**config.mk**
```make
export PLATFORM = sky130hd
export DESIGN_NAME = phy_rx_flit_framer
export DESIGN_NICKNAME = d
export VERILOG_FILES = /design/src/rtl/phy_rx_flit_framer.sv
export SDC_FILE = /design/constraint.sdc
export NUM_CORES = 1
export LEC_CHECK = 0
export BUFFER_PORTS_ARGS = -buffer_cell sky130_fd_sc_hd__buf_2
export CAP_MARGIN = 25
export CELL_PAD_IN_SITES_DETAIL_PLACEMENT = 1
export CELL_PAD_IN_SITES_GLOBAL_PLACEMENT = 1
export CORE_MARGIN = 1.5
export CORE_UTILIZATION = 46
export CTS_BUF_LIST = sky130_fd_sc_hd__clkbuf_16
export DETAILED_ROUTE_END_ITERATION = 8
export PLACE_DENSITY = 0.83
export SLEW_MARGIN = 10
export SYNTH_ARGS = -nofsm -noshare
export SYNTH_HDL_FRONTEND = slang
export SYNTH_SLANG_ARGS = --single-unit
```
**constraint.sdc**
```tcl
create_clock -name CLK -period 3.8 [get_ports CLK]
set_clock_uncertainty 0.05 [all_clocks]
set_input_delay 0.38 -clock CLK [delete_from_list [all_inputs] [get_ports CLK]]
set_output_delay 0.38 -clock CLK [all_outputs]
set_load 0.05 [all_outputs]
```
**src/rtl/phy_rx_flit_framer.sv**
```systemverilog
// PHY receive framer: groups word-aligned 8b/10b symbols into comma, ACK and data flits.
// Optional mid-word idle timeout is enabled with `define RX_FRAMER_TIMEOUT_EN.
package phy_types_pkg;
  localparam logic [9:0] START_COMMA    = 10'h0FA;
  localparam logic [9:0] END_COMMA      = 10'h0F9;
  localparam logic [9:0] GRTCRED0_COMMA = 10'h0F3;
  localparam logic [9:0] GRTCRED1_COMMA = 10'h0F5;
  localparam logic [9:0] ACK_COMMA      = 10'h0F8;

  localparam logic [1:0] SELECT_COMMA_1_FLIT = 2'd0;
  localparam logic [1:0] SELECT_COMMA_2_FLIT = 2'd1;
  localparam logic [1:0] SELECT_COMMA_DATA   = 2'd2;
endpackage

module phy_rx_flit_framer
  import phy_types_pkg::*;
#(
  parameter int PORTCOUNT      = 5,
  parameter int TIMEOUT_CYCLES = 64
) (
  input  logic                    CLK,
  input  logic                    RST,
  input  logic                    sym_valid,
  input  logic [9:0]              sym,
  output logic [10*PORTCOUNT-1:0] enc_flit,
  output logic [1:0]              comma_length_sel,
  output logic                    done,
  output logic                    err
);

  localparam int CW = $clog2(PORTCOUNT+1);

  typedef enum logic [1:0] {S_IDLE, S_ACK, S_DATA} state_t;

  state_t                    state;
  logic [CW-1:0]             cnt;
  logic [PORTCOUNT-1:0][9:0] asm_buf;
  logic [PORTCOUNT-1:0][9:0] full_word;
  logic [10*PORTCOUNT-1:0]   ack_word;
  logic [10*PORTCOUNT-1:0]   c1_word;
  logic                      is_c1, is_ack, is_comma;

  // A non-positive timeout is meaningless; the block still elaborates but never times out.
  if (TIMEOUT_CYCLES < 1) begin : g_tmo_degenerate
  end

  always_comb begin
    is_c1    = (sym == START_COMMA) || (sym == END_COMMA) ||
               (sym == GRTCRED0_COMMA) || (sym == GRTCRED1_COMMA);
    is_ack   = (sym == ACK_COMMA);
    is_comma = is_c1 || is_ack;
  end

  // The last data symbol goes straight to the output, bypassing the buffer.
  always_comb begin
    full_word                = asm_buf;
    full_word[PORTCOUNT-1]   = sym;
    ack_word                 = '0;
    ack_word[19:0]           = {ACK_COMMA, sym};
    c1_word                  = '0;
    c1_word[9:0]             = sym;
  end

`ifdef RX_FRAMER_TIMEOUT_EN
  localparam int TW = $clog2(TIMEOUT_CYCLES+1);
  logic [TW-1:0] tmo;
`endif

  always_ff @(posedge CLK or posedge RST) begin
    if (RST) begin
      state            <= S_IDLE;
      cnt              <= '0;
      asm_buf          <= '0;
      enc_flit         <= '0;
      comma_length_sel <= SELECT_COMMA_1_FLIT;
      done             <= 1'b0;
      err              <= 1'b0;
`ifdef RX_FRAMER_TIMEOUT_EN
      tmo              <= '0;
`endif
    end else begin
      done <= 1'b0;
      err  <= 1'b0;
      if (sym_valid) begin
`ifdef RX_FRAMER_TIMEOUT_EN
        tmo <= '0;
`endif
        if (state == S_ACK && !is_comma) begin
          enc_flit         <= ack_word;
          comma_length_sel <= SELECT_COMMA_2_FLIT;
          done             <= 1'b1;
          state            <= S_IDLE;
        end else if (state == S_DATA && !is_comma) begin
          asm_buf[cnt] <= sym;
          if (cnt == CW'(PORTCOUNT-1)) begin
            enc_flit         <= full_word;
            comma_length_sel <= SELECT_COMMA_DATA;
            done             <= 1'b1;
            cnt              <= '0;
            state            <= S_IDLE;
          end else begin
            cnt <= cnt + CW'(1);
          end
        end else begin
          // IDLE handling; a comma arriving mid-word aborts and is then framed normally.
          err   <= (state != S_IDLE);
          cnt   <= '0;
          state <= S_IDLE;
          if (is_c1) begin
            enc_flit         <= c1_word;
            comma_length_sel <= SELECT_COMMA_1_FLIT;
            done             <= 1'b1;
          end else if (is_ack) begin
            state <= S_ACK;
          end else begin
            asm_buf[0] <= sym;
            cnt        <= CW'(1);
            state      <= S_DATA;
          end
        end
      end
`ifdef RX_FRAMER_TIMEOUT_EN
      else if (state != S_IDLE) begin
        if (tmo == TW'(TIMEOUT_CYCLES-1)) begin
          err   <= 1'b1;
          tmo   <= '0;
          cnt   <= '0;
          state <= S_IDLE;
        end else begin
          tmo <= tmo + TW'(1);
        end
      end
`endif
    end
  end

endmodule

```
---- Word level (Yosys, flattened, before mapping) ----
Index checks and enable logic that the tools add are counted.
word-level totals
  register bits ........................... 109
  bits in latches ......................... 0
  bits in writable memories ............... 0
  ROM bits ................................ 0
  input port bits ......................... 13
  output and inout port bits .............. 54
  memories ................................ 0
cells by class
  add/subtract/negate cells ............... 1
  multiply operators ...................... 0
  div/mod/pow operators ................... 0
  magnitude comparators ................... 2
  eq/ne operators ......................... 11
  shift-type cells ........................ 0
  mux-type cells .......................... 31
  bitwise logic cells ..................... 1
  reductions and logical operators ........ 15
operator list
  operator                                                               number
  50-bit 2-to-1 mux                                                      4
  50-bit bitwise mux                                                     1
  10-bit by 8-bit == test with 1-bit output, second input constant       5
  10-bit 2-to-1 mux                                                      4
  10-bit demux with 3-bit select                                         1
  2-bit 2-to-1 mux                                                       9
  1-bit 2-to-1 mux                                                       10
  3-bit 2-to-1 mux                                                       2
  3-bit AND reduction                                                    2
  1-bit logical OR                                                       4
  3-bit by 4-bit < comparator with 1-bit output, second input constant   1
  2-bit by 1-bit != test with 1-bit output, second input constant        2
  2-bit AND reduction                                                    2
  4-bit AND reduction                                                    1
  3-bit by 1-bit adder with 3-bit output, second input constant          1
  3-bit == test, second input constant                                   1
  3-bit by 1-bit >= comparator with 1-bit output, second input constant  1
  1-bit logical AND                                                      3
  3-bit by 2-bit != test with 1-bit output, second input constant        1
  3-bit nonzero test                                                     1
  2-bit by 1-bit == test with 1-bit output, second input constant        1
  2-bit == test, second input constant                                   1
  2-bit nonzero test                                                     1
  1-bit logical NOT                                                      1
  1-bit inverter                                                         1

---- Logic depth before layout (Yosys ltp) ----
  word-level depth ........................ 10
  depth in mapped cells ................... 8
  depth with buffers taken out ............ 6

---- Worst setup path before layout ----
No wires, ideal clock.
  kind .................................... input port to flip-flop
  start point ............................. input sym[1]
  end point ............................... register asm_buf[30] (netlist bit)
  arrival time ............................ 1,902 ps
  path slack .............................. 1,723 ps
  stages .................................. 8
  path buffers ............................ 3
  path through ............................ buf_6 xor2_1 nand3b_2 a31oi_1 buf_6 or4b_4 buf_6 mux2_4
between the ends
  word-level cells in the longest chain between the ends .. 9
RTL lines
  element                                    RTL line  RTL
  from (decl)                                24        input logic [9:0] sym,
  10-bit by 8-bit == test with 1-bit output  48        is_c1 = (sym == START_COMMA) || (sym == END_COMMA) ||
  1-bit logical OR (2 in series)             48
  1-bit logical OR                           49        (sym == GRTCRED0_COMMA) || (sym == GRTCRED1_COMMA);
  1-bit logical OR (*)                       51        is_comma = is_c1 || is_ack;
  1-bit logical NOT (*)                      88, 93
  1-bit logical AND                          88        if (state == S_ACK && !is_comma) begin
  1-bit inverter (no line)                   n/a
  3-bit AND reduction (no line) (*)          n/a
  to (signal, indexed assignment)            94        asm_buf[cnt] <= sym;
  to (decl)                                  37        logic [PORTCOUNT-1:0][9:0] asm_buf;
Mark *: on every way between the ends. The rest lies on a longest branch, timed or not.
A chain may end at the register's enable or synchronous reset.

---- Final worst setup path ----
  start point ............................. register cnt[0]
  end point ............................... register enc_flit[2]
between the ends
  word-level cells in the longest chain between the ends .. 3
RTL lines
  element                                             RTL line  RTL
  from (decl)                                         36        logic [CW-1:0] cnt;
  from (signal assigned)                              102       cnt <= cnt + CW'(1);
  3-bit == test                                       95        if (cnt == CW'(PORTCOUNT-1)) begin
  3-bit by 2-bit != test with 1-bit output (no line)  n/a
  3-bit AND reduction (no line)                       n/a
  to (signal assigned)                                89        enc_flit <= ack_word;
  to (signal assigned)                                96        enc_flit <= full_word;
  to (signal assigned)                                110       enc_flit <= c1_word;
  to (decl)                                           25        output logic [10*PORTCOUNT-1:0] enc_flit,
Every way passes these cells.

==> flow_summary.json <==
{
  "worstPathRequired_ns": 3.97,
  "syn2layout_area_growth_pct": 18.5,
  "min-delay-start": "sym[7]",
  "ys_warn_count": 0,
  "synth_edf_count": 0,
  "overflow": 0,
  "dp_hpwl_um": 6440,
  "hold_path_depth": 2,
  "root_buffer": "clkbuf_16",
  "grt_setup_unrepaired": "no",
  "synth_common_cells": "dfrtp_1 (99), mux2_2 (42), a22o_1 (35), nand2_1 (12), mux2_4 (10)",
  "post-route-min-period_ns": 2.79,
  "cellPowerDensity_nw_per_um2": 1030,
  "htreeDepth": 3,
  "cts.sinks": 99,
  "synth_area_leaders": "dfrtp_1 (62%), mux2_2 (12%), a22o_1 (7.6%)",
  "numCtsBuffers": 9,
  "detail-route-antenna-nets": 0,
  "grt_pass1_wl_um": 16000,
  "ir_worst_vdd_mv": 0.367,
  "finalNonFillerCells": 453,
  "die_w_um": 96.3,
  "wire_per_inst_um": 22.9,
  "crit_fanout": 31,
  "worstPathCellList": "inv_1 -> ha_1 -> nand3_1 -> nand2_1 -> o211ai_4 -> buf_4 -> mux2_2",
  "syn_avg_cell_area_um2": 14.6,
  "route.detailed.drc": 0,
  "final_nets": 358,
  "fin_setup_tns_ns": 0,
  "die_area_um2": 9280,
  "reg2reg_slack_ns": 1.01,
  "final_layout_size_suffix_gt1_frac": 0.417,
  "vias_per_cell": 5.76,
  "dr.pass1.iters": 5,
  "worst_setup_path_start_kind": "flip-flop",
  "dp_cells": 434,
  "slew_violations": 0,
  "start_util": 0.480,
  "crit_slowest_cell": "o211ai_4",
  "layout_setup_ws_ns": 1.01,
  "drtIter0Drc": 86,
  "ys_seq_area_frac": 0.618,
  "drt-total-wl_um": 10400,
  "grt_max_degree": 83,
  "synth_top_area_frac": 0.618,
  "synthCells": 275,
  "worst_pin_slew_ns": 0.942,
  "end_kind": "flip-flop",
  "vias": 2608,
  "nFillCells": 825,
  "numPortBuffers": 66,
  "hold_viol": 0,
  "diodes": 0,
  "fp.coreArea_um2": 8340,
  "rr_worst_depth": 7,
  "hold_path_class": "input pin to flip-flop",
  "setup_viol": 0,
  "syn_area_um2": 4010,
  "p_leak_nw": 2.30,
  "cts_tree": "yes",
  "max_freq_mhz": 359,
  "rows": 33,
  "arrival_ns": 2.96,
  "pin_count": 67,
  "worstSkewPairLatency_ns": 0.34,
  "min_period_over_period": 0.734,
  "path_clk_slew_ns": 0.07,
  "ys_types": 37,
  "synth.most_common_cell": "dfrtp_1",
  "cap_violations": 0,
  "critical_path_class": "flip-flop to flip-flop",
  "hold_end": "enc_flit[47]",
  "reg2reg_from": "cnt[0]",
  "slew_headroom": 0.370,
  "async_flop_share": 1.00,
  "synth_top_cell_by_area": "dfrtp_1",
  "startpoint": "cnt[0]",
  "slowest_delay_ns": 0.60,
  "dp_slack_ns": 1.04,
  "synth_top_flop_cell": "dfrtp_1",
  "synth_seq_cells": 99,
  "ctsLongestPathBuffers": 2,
  "status": "finished clean",
  "grt_pass1_vias": 2832,
  "die_y_um": 96.3,
  "r2r-end": "enc_flit[2]",
  "place.gp.congestion": 0.737,
  "grt_antenna_before_repair": 0,
  "grtUsageTotal": 0.237,
  "syn_nets": 290
}
[power breakdown]
part	switching (W)	total (W)	internal, W
Clock	0.000407	0.000854	0.000448
Sequential	0.000324	0.00187	0.00155
Combinational	0.00143	0.00218	0.000743
[flip-flops by register name (all words and copies together), names as in the netlist]
signal            cells
err                   1
asm_buf              40
enc_flit             50
cnt                   3
comma_length_sel      2
done                  1
state                 2
[per-stage QoR]
stage          hold WS (ns)  utilization  total power (W)  instance area (µm²)
6_report              0.322        0.569          0.00491                 4750
3_5_place_dp          0.425        0.531          0.00402                 4430
5_1_grt               0.325        0.569          0.00514                 4750
3_3_place_gp          0.408        0.531          0.00390                 4430
2_1_floorplan         0.411            -          0.00347                 4010
4_1_cts               0.255        0.564          0.00493                 4700
[kinds of logic after synthesis]
family,count (synthesis),share of synthesized area
buf+inv,22,0.0290
compound gates,62,0.126
mux,59,0.175
xor+xnor,1,0.00219
flops,99,0.618
simple gates,30,0.0431
fa+ha+maj,2,0.00624
[layout make-up]
type | instances | area, µm² | share of cell area
sequential | 99 | 2480 | 0.522
multi-input combinational | 154 | 1430 | 0.301
clock inverter | 7 | 51.3 | 0.0108
tap | 105 | 131 | 0.0277
timing repair buffer | 74 | 413 | 0.0870
inverter | 5 | 21.3 | 0.00448
clock buffer | 9 | 225 | 0.0474
[worst max-delay path: cells and delay by family, from the launching register on]
kind / cells / cell delay, ns
buffers and inverters: 2 / 0.56
AOI/OAI and AO/OA: 1 / 0.60
DFF: 1 / 0.49
and+or+nand+nor: 2 / 0.29
adders and majority gates: 1 / 0.27
muxes: 1 / 0.38
[how the worst max path moves through the flow]
stage,endpoint,slack [ns]
floorplan,asm_buf[0],0.78
global placement,enc_flit[8],1.12
detailed placement,enc_flit[9],1.04
CTS,enc_flit[0],1.02
global route,enc_flit[2],0.86
finish,enc_flit[2],1.01
[placed cells by master, fill, tap and decap left out, types with 2 or more instances in the layout]
cell type and count:
a21o_1 3, a21oi_1 5, a221o_1 5, a22o_1 35, a32o_1 2, buf_2 66, buf_4 5, clkbuf_16 9
clkinvlp_4 3, dfrtp_1 99, ha_1 2, inv_1 4, mux2_1 6, mux2_2 42, mux2_4 10, nand2_1 12
nand2b_1 2, nor2_1 3, nor2b_1 2, o21ai_0 6
[routing by layer]
layer  GRT usage  wire length [µm]  vias to the layer above
met5           0                 0                        -
met4      0.0797               153                        0
met3      0.0537               495                       13
met2       0.390              5280                       91
met1       0.310              4450                     1353
li1            -                 -                     1151
[repair_timing]
action | 4_1_cts | 5_1_grt
buffers inserted | 0 | 0
resized for setup | 0 | 0
hold buffers | 0 | 1
hold endpoints to repair | 0 | 14
Note: power is estimated with default switching activity, not from simulation.
